--- src/rtl/fetch_pkg.sv ---
// rtl/fetch_pkg.sv - shared state encoding and constants for fetch_ctrl
package fetch_pkg;

  localparam int          INSTR_W = 32;
  localparam int          CNT_W   = 32;
  localparam logic [31:0] PC_INC  = 32'd4;

  typedef enum logic [1:0] {
    IDLE  = 2'd0,
    REQ   = 2'd1,
    VALID = 2'd2,
    ERR   = 2'd3
  } fetch_state_e;

  // Every pc load is word aligned regardless of the target's low bits.
  function automatic logic [31:0] align_pc(input logic [31:0] target);
    return target & ~32'd3;
  endfunction

endpackage

--- src/rtl/fetch_perf_cnt.sv ---
// rtl/fetch_perf_cnt.sv - wrapping fetch/redirect event counters (FETCH_CTRL_PERF_EN)
module fetch_perf_cnt
  import fetch_pkg::*;
(
  input  logic             clk,
  input  logic             rst,
  input  logic             fetch_inc_i,
  input  logic             redirect_inc_i,
  output logic [CNT_W-1:0] fetch_count_o,
  output logic [CNT_W-1:0] redirect_count_o
);

  logic [CNT_W-1:0] fetch_q, fetch_d;
  logic [CNT_W-1:0] redir_q, redir_d;

  always_comb begin
    fetch_d = fetch_q;
    redir_d = redir_q;
    if (fetch_inc_i) begin
      fetch_d = fetch_q + 1'b1;
    end
    if (redirect_inc_i) begin
      redir_d = redir_q + 1'b1;
    end
  end

  always_ff @(posedge clk) begin
    if (rst) begin
      fetch_q <= '0;
      redir_q <= '0;
    end else begin
      fetch_q <= fetch_d;
      redir_q <= redir_d;
    end
  end

  assign fetch_count_o    = fetch_q;
  assign redirect_count_o = redir_q;

endmodule

--- src/rtl/fetch_ctrl.sv ---
// rtl/fetch_ctrl.sv - instruction fetch FSM with redirect kill and ack timeout
// Optional perf counters enabled by FETCH_CTRL_PERF_EN.
module fetch_ctrl
  import fetch_pkg::*;
#(
  parameter logic [31:0] RESET_PC    = 32'h0000_0000,
  parameter int unsigned ACK_TIMEOUT = 16
) (
  input  logic               clk,
  input  logic               rst,
  input  logic               pcsrc,
  input  logic [31:0]        mux1,
  output logic               imem_req,
  output logic [31:0]        imem_addr,
  input  logic               imem_ack,
  input  logic [INSTR_W-1:0] imem_rdata,
  input  logic               if_ready,
  output logic [INSTR_W-1:0] instruction,
  output logic               instr_valid,
  output logic [31:0]        adderOutput,
  output logic               fetch_err
`ifdef FETCH_CTRL_PERF_EN
  ,
  output logic [CNT_W-1:0]   fetch_count,
  output logic [CNT_W-1:0]   redirect_count
`endif
);

  localparam int              TO_W     = $clog2(ACK_TIMEOUT + 1);
  localparam logic [TO_W-1:0] TO_LIMIT = TO_W'(ACK_TIMEOUT);

  fetch_state_e       state_q, state_d;
  logic [31:0]        pc_q, pc_d;
  logic [31:0]        redir_q, redir_d;
  logic               kill_q, kill_d;
  logic               err_q, err_d;
  logic [INSTR_W-1:0] instr_q, instr_d;
  logic [TO_W-1:0]    to_cnt_q, to_cnt_d;

  always_comb begin
    state_d  = state_q;
    pc_d     = pc_q;
    redir_d  = redir_q;
    kill_d   = kill_q;
    err_d    = err_q;
    instr_d  = instr_q;
    to_cnt_d = to_cnt_q;

    case (state_q)
      IDLE: begin
        to_cnt_d = '0;
        state_d  = REQ;
      end

      REQ: begin
        if (imem_ack) begin
          to_cnt_d = '0;
          // A redirect seen during the request kills the returning data.
          if (pcsrc) begin
            pc_d   = align_pc(mux1);
            kill_d = 1'b0;
          end else if (kill_q) begin
            pc_d   = redir_q;
            kill_d = 1'b0;
          end else begin
            instr_d = imem_rdata;
            state_d = VALID;
          end
        end else begin
          if (pcsrc) begin
            redir_d = align_pc(mux1);
            kill_d  = 1'b1;
          end
          to_cnt_d = to_cnt_q + 1'b1;
          if (to_cnt_d == TO_LIMIT) begin
            err_d   = 1'b1;
            state_d = ERR;
          end
        end
      end

      VALID: begin
        if (pcsrc) begin
          pc_d    = align_pc(mux1);
          state_d = REQ;
        end else if (if_ready) begin
          pc_d    = pc_q + PC_INC;
          state_d = REQ;
        end
      end

      ERR: begin
        state_d = ERR;
      end

      default: begin
        state_d = IDLE;
      end
    endcase
  end

  always_ff @(posedge clk) begin
    if (rst) begin
      state_q  <= IDLE;
      pc_q     <= RESET_PC;
      redir_q  <= '0;
      kill_q   <= 1'b0;
      err_q    <= 1'b0;
      instr_q  <= '0;
      to_cnt_q <= '0;
    end else begin
      state_q  <= state_d;
      pc_q     <= pc_d;
      redir_q  <= redir_d;
      kill_q   <= kill_d;
      err_q    <= err_d;
      instr_q  <= instr_d;
      to_cnt_q <= to_cnt_d;
    end
  end

  assign imem_req    = (state_q == REQ);
  assign imem_addr   = pc_q;
  assign instruction = instr_q;
  assign instr_valid = (state_q == VALID);
  assign adderOutput = pc_q + PC_INC;
  assign fetch_err   = err_q;

`ifdef FETCH_CTRL_PERF_EN
  logic fetch_inc;
  logic redirect_inc;

  assign fetch_inc    = (state_q == VALID) && !pcsrc && if_ready;
  assign redirect_inc = ((state_q == REQ) && imem_ack && (kill_q || pcsrc)) ||
                        ((state_q == VALID) && pcsrc);

  fetch_perf_cnt u_perf (
    .clk              (clk),
    .rst              (rst),
    .fetch_inc_i      (fetch_inc),
    .redirect_inc_i   (redirect_inc),
    .fetch_count_o    (fetch_count),
    .redirect_count_o (redirect_count)
  );
`endif

endmodule

--- config.mk ---
export PLATFORM = sky130hd
export DESIGN_NAME = fetch_ctrl
export DESIGN_NICKNAME = d
export VERILOG_FILES = /design/src/rtl/fetch_pkg.sv /design/src/rtl/fetch_perf_cnt.sv /design/src/rtl/fetch_ctrl.sv
export SDC_FILE = /design/constraint.sdc
export NUM_CORES = 1
export LEC_CHECK = 0
export CAP_MARGIN = 30
export CELL_PAD_IN_SITES_DETAIL_PLACEMENT = 0
export CELL_PAD_IN_SITES_GLOBAL_PLACEMENT = 2
export CORE_MARGIN = 2
export CORE_UTILIZATION = 23
export CTS_CLUSTER_SIZE = 24
export DETAILED_ROUTE_END_ITERATION = 7
export GPL_TIMING_DRIVEN = 0
export HOLD_SLACK_MARGIN = 0.02
export PLACE_DENSITY = 0.83
export SYNTH_ARGS = -nofsm -noshare
export SYNTH_HDL_FRONTEND = slang
export SYNTH_SLANG_ARGS = --single-unit
--- constraint.sdc ---
create_clock -name clk -period 2 [get_ports clk]
set_input_delay 0.4 -clock clk [delete_from_list [all_inputs] [get_ports clk]]
set_output_delay 0.4 -clock clk [all_outputs]
set_load 0.03 [all_outputs]
# Word level (Yosys, flattened, before mapping)

Cells that the tools add are included.

Register bits after elaboration: 103
Input bits: 69
Output and inout port bits: 99
Word-level logic and storage cells: 49

Add/subtract/negate cells: 2
Equal/unequal tests: 10
Muxes and demuxes: 17
Bitwise operators: 3
Reduce and logical (&&, ||, !) cells: 10

Operators by type and width:

| operator                | number |
|---|---|
| $mux W32                | 5 |
| $pmux W32 S2            | 1 |
| $add A32 B3 Y32 const B | 1 |
| $mux W2                 | 6 |
| $reduce_and A4 Y1       | 3 |
| $pmux W5 S2             | 1 |
| $ne A3 B3 Y1 const B    | 3 |
| $pmux W2 S4             | 1 |
| $reduce_and A3 Y1       | 2 |
| $reduce_bool A2 Y1      | 3 |
| $add A5 B1 Y5 const B   | 1 |
| $eq A5 B5 Y1 const B    | 1 |
| $mux W5                 | 1 |
| $eq A2 B2 Y1 const B    | 2 |
| $ne A3 B1 Y1 const B    | 1 |
| $ne A3 B2 Y1 const B    | 1 |
| $not A1 Y1              | 3 |
| $eq A2 B1 Y1 const B    | 1 |
| $logic_not A2 Y1        | 1 |
| $mux W1                 | 2 |
| $ne A2 B1 Y1 const B    | 1 |
| $reduce_and A2 Y1       | 1 |

# Depth between registers and ports, before layout

Gate-level depths: netlist (run 1).

Depth after elaboration: 5
Mapped depth: 8
Mapped depth without buffers: 6

# Worst setup path after synthesis (run 1)

Ideal clock, no wire load.

Path type: register to output
Start point: register pc_q[2], in the netlist imem_addr[2]
End point: output adderOutput[31]
Arrival: 2.271 ns
Required time: 1.600 ns
Slack: -0.671 ns
Stages on the path, launching flop included: 6
Path buffers: 1
Cells stage by stage: dfxtp_1 buf_2 nand4_1 or4_4 nor4_4 xor2_1

Cells in the longest elaborated chain, start to end: 1

RTL lines:

| element                | RTL line          | source |
|---|---|---|
| start, declared        | fetch_ctrl.sv:33  | `logic [31:0] pc_q, pc_d;` |
| start signal, assigned | fetch_ctrl.sv:113 | `pc_q <= pc_d;` |
| $add A32 B3 Y32        | fetch_ctrl.sv:126 | `assign adderOutput = pc_q + PC_INC;` |
| end, declared          | fetch_ctrl.sv:20  | `output logic [31:0] adderOutput,` |

Every way passes these cells.

# Worst setup path in the final report (run 1)

Start point: register pc_q[2], in the netlist imem_addr[2]
End point: output adderOutput[11]

Same word-level chain as after synthesis.

==> reports/qor.csv, run 1 <==
metric,value,unit
min_to,redir_q[6]$_SDFFE_PP0P_,
place_congestion,0.791,
worst_slew_pin_slew,613,ps
fin_crit,2600,ps
drt-met1-wl,9.58,mm
hp-class,register to register,
clkTransAtPathRegs,70,ps
power_leakage,3.37,nW
max_freq,384,MHz
setup_viol,26,
track_usage,18.0,%
nets,1002,
required,1600,ps
dr_wl_met2,10.1,mm
cp_slowest_stage_delay,730,ps
io_buffers,160,
critPathBufInv,2,
cts-root-buf,clkbuf_16,
ios,168,
grt_pass1_wl,33.5,mm
grt.overflow.total,0,
dp.cells,1130,
antenna_left,0,
violations,negative setup slack,
syn_area_per_cell,7.44,µm²
wl_per_cell,17.9,µm
antenna_found_initial,2,
row_count,54,
dpl_worst_slack,-895,ps
hold_path_depth,2,
hold_slack,451,ps
netlist_top_cells_area,"dfxtp_1, nand2_1, a21oi_1",
cts-htree-levels,3,
fillers,2288,
cts.path.max_buffers,2,
top_layer,met4,
vias_per_cell,4.85,
clock_skew,7.35,ps
grt_pass1_vias,5803,
fp.dieArea,0.0234,mm²
min-delay-start,redir_q[6]$_SDFFE_PP0P_,
cts_sinks,101,
synth_edf_count,0,
synthCells,687,
cts_tree,built,
synth_cell_type_count,55,
slew_viol_final,0,
crit_start,imem_addr[2]$_SDFFE_PP0P_,
wl_met3,1.78,mm
dr.pass1.iters,5,
r2r-start,imem_addr[8]$_SDFFE_PP0P_,
yosys.area.top_type,dfxtp_1,
drt_iter0_drc,344,
hold_viol,0,
cpMaxStageDelayCell,or4_2,
synth_area,0.00511,mm²
area_growth,67.4,%
dpl.hpwl,15.1,mm
wirelength,21.8,mm
drc_errors,0,
ys_seq_elements,101,
cts_made_buffers,9,
stdcell_area,0.00856,mm²
r2r_slack,-110,ps
reg2reg_to,imem_addr[29]$_SDFFE_PP0P_,
grt_max_degree,16,
core,0.0218,mm²
path_class,register to primary output,
drv_cap,0,
slew_headroom,59.1,%
end_kind,primary output,
seqCellArea,0.00211,mm²
drive_gt1_share,26.0,%
crit_chain,"buf_6, nand3_1, or4_2, nand2_1, clkdlybuf4s15_2",
seq_area_frac_synth,39.6,%
crit_arrival,2200,ps
placed_cell_area,0.00736,mm²
stdcell_count,1218,
clk_latency,360,ps
ys_async_sr_fraction,0,%
cp_max_fo,4,
critPathLaunchType,register,
fin_util,39.2,%
netlist.area_leader.share,39.6,%
vdd_drop_max,0.465,mV
ys.flop_type,dfxtp_1,
rsz0062_at_grt,yes,
die_h,153,µm
start_util,23.4,%
cp_top_family,simple AND/OR/NAND/NOR gates,
powerDensity,577,mW/mm²
reg2reg_depth,8,
synth_warnings,0,
multi_input_area,0.00329,mm²
setup_slack,-605,ps
num_vias,5911,
die_width,153,µm
period_share,130,%
status,"finished, violations left",
-- tightest hold or removal path, stage by stage (launching register included) --
cell	delay, ps
dfxtp_1	310
nand2_1	50
a21oi_1	50
-- cell usage in the layout (no fill, tap or decap), drive strengths merged, types with 3 or more instances in the layout --
| cell | netlist | final |
|---|---|---|
| inv | 6 | 6 |
| a31oi | 8 | 8 |
| conb | 1 | 4 |
| nor2 | 27 | 27 |
| xor2 | 8 | 8 |
| and3 | 9 | 9 |
| nor4 | 5 | 5 |
| nand4 | 13 | 14 |
| o22ai | 3 | 3 |
| o31ai | 4 | 4 |
| o211ai | 10 | 10 |
| and2 | 4 | 4 |
| clkbuf | 43 | 55 |
| nand2 | 165 | 165 |
| dlygate4sd2 | 0 | 7 |
| a211oi | 5 | 5 |
| and4 | 6 | 6 |
| clkinv | 0 | 3 |
| a22oi | 6 | 6 |
| buf | 17 | 114 |
| nor3 | 8 | 8 |
| clkdlybuf4s50 | 0 | 121 |
| or4 | 11 | 11 |
| nand2b | 6 | 6 |
| nand3 | 44 | 44 |
| dfxtp | 101 | 101 |
| a21oi | 97 | 97 |
| a2111oi | 3 | 3 |
| xnor2 | 19 | 19 |
| a32o | 3 | 3 |
| o21ai | 30 | 30 |
-- metal layers --
layer / track usage [%] / vias up
met4: 5.29 / 0
li1: - / 2904
met2: 29.1 / 200
met1: 23.0 / 2786
met5: 0 / -
met3: 6.01 / 21
-- sequential cells by signal, indices dropped and copies added (netlist names) --
name	flops
instruction	32
imem_addr	30
redir_q	30
to_cnt_q	5
state_q	2
fetch_err	1
kill_q	1
-- layout make-up --
cell class | instances | area share [%]
Inverter | 6 | 0.263
Buffer | 53 | 3.35
Multi-Input combinational cell | 524 | 38.4
Timing Repair Buffer | 236 | 25.9
Clock inverter | 4 | 0.263
Clock buffer | 12 | 3.00
Antenna cell | 2 | 0.0585
Tap cell | 280 | 4.09
Sequential cell | 101 | 24.6
-- logic make-up (layout without fill, tap and decap cells) --
family / count (synthesis) / in the layout / synth area share [%]
AOI/OAI and AO/OA: 180 / 180 / 20.5
xor gates and xnor gates: 27 / 27 / 4.63
adders and majority gates: 2 / 2 / 0.490
buffers and inverters: 66 / 311 / 5.46
DFF: 101 / 101 / 39.6
muxes: 2 / 2 / 0.392
other: 1 / 6 / 0.0734
and+or+nand+nor: 308 / 309 / 28.9
-- worst max-delay path by stage --
stage	depth (start not counted)	slack, ps	end
CTS	6	-690	adderOutput[28]
floorplan	5	-180	adderOutput[31]
global route	6	-710	adderOutput[31]
detailed placement	6	-900	adderOutput[25]
finish	5	-600	adderOutput[11]
global placement	6	-900	adderOutput[25]
-- per-stage QoR --
step | setup TNS (ps) | total power (W)
floorplan | -372 | 0.00271
global placement | -59720 | 0.00317
detailed placement | -59760 | 0.00318
CTS | -9830 | 0.00495
global route | -9760 | 0.00515
finish | -7400 | 0.00494
-- synthesized netlist by cell type (all sizes together) (3+ instances only) --
library cell	count
and2	4
nor2	27
a32o	3
clkbuf	43
a2111oi	3
nand2	165
nand2b	6
a22oi	6
dfxtp	101
inv	6
o22ai	3
xor2	8
o211ai	10
and4	6
buf	17
nor4	5
a31oi	8
and3	9
nor3	8
a211oi	5
o31ai	4
or4	11
xnor2	19
a21oi	97
o21ai	30
nand4	13
nand3	44
-- repair_timing --
item / 4_1_cts / 5_1_grt
buffers inserted: 40 / 37
hold buffers: 0 / 0
cloned: 1 / 0
resized for setup: 208 / 112
endpoints found under the setup margin: 112 / 90
pin swaps: 22 / 34
-- power breakdown --
part	internal (W)	switching (W)	total [W]
sequential	0.00208	0.0000869	0.00216
clock	0.000908	0.000823	0.00173
combinational	0.000450	0.000592	0.00104
Note: power is estimated with default switching activity, not from simulation.
==> inputs of run 2 (changes only) <==
--- a/config.mk
+++ b/config.mk
@@ -5,16 +5,16 @@
 export SDC_FILE = /design/constraint.sdc
 export NUM_CORES = 1
 export LEC_CHECK = 0
-export CAP_MARGIN = 30
+export CAP_MARGIN = 20
 export CELL_PAD_IN_SITES_DETAIL_PLACEMENT = 0
 export CELL_PAD_IN_SITES_GLOBAL_PLACEMENT = 2
 export CORE_MARGIN = 2
-export CORE_UTILIZATION = 23
+export CORE_UTILIZATION = 27
 export CTS_CLUSTER_SIZE = 24
 export DETAILED_ROUTE_END_ITERATION = 7
 export GPL_TIMING_DRIVEN = 0
 export HOLD_SLACK_MARGIN = 0.02
-export PLACE_DENSITY = 0.83
+export PLACE_DENSITY = 0.91
 export SYNTH_ARGS = -nofsm -noshare
 export SYNTH_HDL_FRONTEND = slang
 export SYNTH_SLANG_ARGS = --single-unit
==> constraint.sdc (replaced) <==
create_clock -name clk -period 3.2 [get_ports clk]
set_input_delay 0.64 -clock clk [delete_from_list [all_inputs] [get_ports clk]]
set_output_delay 0.64 -clock clk [all_outputs]
set_load 0.03 [all_outputs]
==> run 2 against run 1 <==
  * The run now ends clean
  * Via count fell by 5.8%
  * Critical path depth stayed put
  * Sequential power is 38% lower
  * Register-to-register slack gained 850 ps
  * Clock-buffer cell count did not move
  * Non-clock buffer count down 67
  * Clock skew is 3.1 ps higher
  * Largest cell class unchanged
  * Cell count shrank 9.5%
  * Core utilization grew 0.41 points
  * First-iteration DRC count up 17%
  * Wire length is 13% lower
==> reports/qor.csv, run 2 (synthesis results as in run 1) <==
metric,value,unit
end_kind,primary output,
stdcell_count,1102,
grt_pass1_wl,29.4,mm
dr.pass1.iters,6,
drv_cap,0,
layout_commonest_cell,nand2_1,
dp.cells,1084,
wirelength,18.9,mm
power_switching,0.000912,W
grt.overflow.total,0,
place_congestion,0.831,
grt_max_degree,17,
vias_per_cell,5.05,
max_freq,327,MHz
dpl_worst_slack,-4.57,ps
cts.path.max_buffers,2,
internal_power,0.00220,W
cts-htree-levels,3,
powerDensity,421,mW/mm²
cts_tree,built,
clk_latency,360,ps
num_vias,5570,
io_buffers,160,
p_clk_share,37.9,%
stdcell_area,0.00738,mm²
cts_sinks,101,
fin_crit,3060,ps
drive_gt1_share,6.34,%
worst_slew_pin_slew,921,ps
hold_viol,0,
cpMaxStageDelayCell,or4_1,
drc_errors,0,
required,2560,ps
core,0.0186,mm²
status,"complete, no violations",
wl_per_cell,17.2,µm
ios,168,
vdd_drop_max,0.288,mV
combPwrFrac,18.5,%
fp.dieArea,0.0200,mm²
row_count,50,
hold_buffers,0,
largest_reg_flops,32,
period_share,95.6,%
slew_headroom,38.6,%
cts_made_buffers,9,
placed_cell_area,0.00702,mm²
setup_viol,0,
die_width,142,µm
setup_slack,139,ps
track_usage,18.7,%
nets,934,
power_leakage,2.68,nW
clkTransAtPathRegs,70,ps
cts-root-buf,clkbuf_16,
num_antenna_cells,0,
antenna_left,0,
cp_max_fo,8,
critPathLaunchType,register,
start_util,27.4,%
seqPwrFrac,43.6,%
antenna_found_initial,1,
area_growth,44.5,%
critPathBufInv,2,
hp-class,register to register,
slew_viol_final,0,
swShare,29.4,%
path_class,register to primary output,
cp_slowest_stage_delay,690,ps
dpl.hpwl,13.7,mm
fin_tns_setup,0,ps
clock_skew,10.4,ps
die_h,142,µm
hold_slack,452,ps
grt_pass1_vias,5217,
crit_arrival,2420,ps
crit_chain,"clkbuf_4, nand4_1, or4_1, xnor2_1, dlygate4sd2_1",
cp_top_family,simple AND/OR/NAND/NOR gates,
layout_common_cells,"nand2_1, clkdlybuf4s50_1, dfxtp_1",
drt_iter0_drc,404,
run 2: cell count changes in the layout (fill, tap and decap cells not counted), moves of 5 or more:
cell and change:
buf_4 -67, dfxtp_4 -22, clkbuf_2 -18, clkdlybuf4s50_1 +22
nand3_1 +8, nor2_1 +5, dfxtp_1 +22, xnor2_1 +15
clkbuf_1 +21, xnor2_2 -11, buf_6 -33
run 2: power groups by stage:
stage / sequential (W) / combinational [W] / clock, W
after floorplan: 0.00144 / 0.000243 / 0
after global placement: 0.00138 / 0.000582 / 0
after detailed placement: 0.00138 / 0.000582 / 0
after CTS: 0.00135 / 0.000577 / 0.00121
after global routing: 0.00136 / 0.000619 / 0.00125
final: 0.00135 / 0.000575 / 0.00118
run 2: worst reg2reg max path, stage by stage, from the launching register on:
cell      delay, ps
dfxtp_1         340
nor2b_1         140
clkbuf_1        180
a32oi_1         800
buf_2           390
buf_2           300
a21oi_1          70
a211oi_1        160
run 2: what timing repair did:
item	CTS	global route
buffers inserted	3	0
setup endpoints to repair	19	9
pin swaps	1	2
gates resized for setup	25	14
run 2: cell type report:
type / instances / area (µm²)
Fill cell: 1977 / 11300
Multi-Input combinational cell: 523 / 2870
Sequential cell: 101 / 2030
Timing Repair Buffer: 163 / 1600
Tap cell: 234 / 293
Clock buffer: 12 / 256
Buffer: 59 / 255
Clock inverter: 4 / 55.1
Inverter: 6 / 22.5
run 2: through the flow:
step | util (%) | total power (W)
6_report | 39.6 | 0.00311
5_1_grt | 39.6 | 0.00323
4_1_cts | 39.5 | 0.00314
3_5_place_dp | 37.6 | 0.00196
3_3_place_gp | 37.6 | 0.00196
2_1_floorplan | - | 0.00168
run 2: final timing paths:
| check | from | end | slack, ps | cells after the start |
|---|---|---|---|---|
| max | imem_addr[2]$_SDFFE_PP0P_ | adderOutput[17] | 140 | 5 |
| min | redir_q[5]$_SDFFE_PP0P_ | redir_q[5]$_SDFFE_PP0P_ | 450 | 2 |
| max reg2reg | state_q[0]$_SDFFE_PP0P_ | imem_addr[19]$_SDFFE_PP0P_ | 740 | 7 |
| min reg2reg | redir_q[5]$_SDFFE_PP0P_ | redir_q[5]$_SDFFE_PP0P_ | 450 | 2 |
run 2: per-layer routing:
metal	part of all wire, %	up-vias	GRT usage [%]
li1	-	2765	-
met1	46	2580	25.0
met2	46	206	30.3
met3	7.0	19	4.86
met4	1.3	0	4.58
met5	0	-	0
==> inputs of run 3 (changes only) <==
--- a/config.mk
+++ b/config.mk
@@ -8,7 +8,7 @@
 export CAP_MARGIN = 20
 export CELL_PAD_IN_SITES_DETAIL_PLACEMENT = 0
 export CELL_PAD_IN_SITES_GLOBAL_PLACEMENT = 2
-export CORE_MARGIN = 2
+export CORE_ASPECT_RATIO = 0.75
 export CORE_UTILIZATION = 27
 export CTS_CLUSTER_SIZE = 24
 export DETAILED_ROUTE_END_ITERATION = 7
==> constraint.sdc (replaced) <==
create_clock -name clk -period 3.2 [get_ports clk]
set_input_delay 0.48 -clock clk [delete_from_list [all_inputs] [get_ports clk]]
set_output_delay 0.48 -clock clk [all_outputs]
set_load 0.03 [all_outputs]
==> run 3 against run 2 <==
  * Clock power down 10%
  * Register-to-register slack better by 20 ps
  * Cell count up 1.3%
  * First-iteration DRC count up 25%
  * Combinational power about the same
  * Sequential share of layout area about the same
  * Clock-buffer cell count up 1
  * Largest power group unchanged
==> reports/qor.csv, run 3 (synthesis results as in run 1) <==
metric,value,unit
num_vias,5476,
dpl_worst_slack,134,ps
drt_iter0_drc,505,
critPathLaunchType,register,
largest_reg_flops,32,
fillers,1997,
io_buffers,160,
crit_arrival,2570,ps
vdd_drop_max,0.262,mV
cts_made_buffers,9,
worst_slew_pin_slew,891,ps
end_kind,primary output,
slew_viol_final,0,
clk_latency,350,ps
slew_headroom,40.6,%
fin_crit,3050,ps
path_class,register to primary output,
track_usage,19.6,%
layout_commonest_cell,nand2_1,
seqCellArea,0.00203,mm²
power_leakage,2.75,nW
antenna_left,0,
area_growth,44.7,%
status,"complete, no violations",
cts_sinks,101,
layout_common_cells,"nand2_1, clkdlybuf4s50_1, dfxtp_1",
setup_viol,0,
ios,168,
hold_viol,0,
nets,934,
row_count,43,
start_util,27.6,%
cp_max_fo,8,
multi_input_area,0.00286,mm²
period_share,95.4,%
grt.overflow.total,0,
required,2720,ps
dpl.hpwl,14.0,mm
powerDensity,405,mW/mm²
cts.path.max_buffers,2,
cts-root-buf,clkbuf_16,
drc_errors,0,
die_width,161,µm
grt_max_degree,16,
grt_pass1_wl,29.4,mm
hp-class,register to register,
dr.pass1.iters,5,
drv_cap,0,
cts_tree,built,
wirelength,18.9,mm
cts-htree-levels,3,
antenna_found_initial,2,
place_congestion,0.789,
grt_pass1_vias,5045,
die_h,121,µm
vias_per_cell,4.91,
setup_slack,148,ps
fin_tns_setup,0,ps
fp.dieArea,0.0195,mm²
clkTransAtPathRegs,70,ps
max_freq,328,MHz
drive_gt1_share,5.99,%
fin_util,39.9,%
clock_skew,6.26,ps
core,0.0185,mm²
wl_per_cell,16.9,µm
## run 3: worst max-delay path, cell delays in order (launching register included)
cell and delay (ps):
dfxtp_1 360, buf_2 220, nand3_1 180, or4_2 710
nand2_1 100, clkdlybuf4s50_1 660
## run 3: worst paths after layout
path,start,end,slack [ps],depth (start not counted)
worst min register to register,redir_q[7]$_SDFFE_PP0P_,redir_q[7]$_SDFFE_PP0P_,450,2
worst max-delay path,imem_addr[2]$_SDFFE_PP0P_,adderOutput[11],150,5
worst min-delay path,redir_q[7]$_SDFFE_PP0P_,redir_q[7]$_SDFFE_PP0P_,450,2
worst max register to register,state_q[0]$_SDFFE_PP0P_,imem_addr[19]$_SDFFE_PP0P_,760,7
## run 3: metal layers
layer  share of wire (%)  vias to the layer above  GRT usage, %
li1                    -                     2767             -
met1                  47                     2492          27.1
met2                  42                      200          29.2
met3                 9.5                       15          6.80
met4                0.98                        2          4.01
met5               0.064                        -             0
## run 3: report_power, final
group          leakage, nW  switching, W  internal (W)  total (W)
combinational         1.79      0.000339      0.000239   0.000578
clock                0.132      0.000488      0.000570    0.00106
sequential           0.822     0.0000503       0.00131    0.00136
## run 3: stage by stage
| stage | area, µm² | total power [W] | cells | hold WS (ps) |
|---|---|---|---|---|
| finish | 7390 | 0.00299 | 1116 | 450 |
| global route | 7390 | 0.00312 | 1115 | 472 |
| CTS | 7350 | 0.00303 | 1114 | 452 |
| detailed placement | 7030 | 0.00196 | 1097 | 443 |
| global placement | 7030 | 0.00197 | 1097 | 438 |
| floorplan | 5120 | 0.00168 | 690 | 431 |
## run 3: cell type report
class                   instances  share of cell area [%]
diodes                          1                  0.0338
plain buffers                  59                    3.42
clock buffers                  13                    3.52
clock inverters                 3                   0.271
inverters                       6                   0.305
multi-input cells             523                    38.6
flip-flops and latches        101                    27.4
well taps                     247                    4.18
repair buffers                163                    22.2
## run 3: repair_timing
action,4_1_cts,5_1_grt
hold buffers,0,0
gates resized for setup,9,16
setup endpoints to repair,15,14
pin swaps,1,0
setup buffers,2,1
hold endpoints to repair,0,0
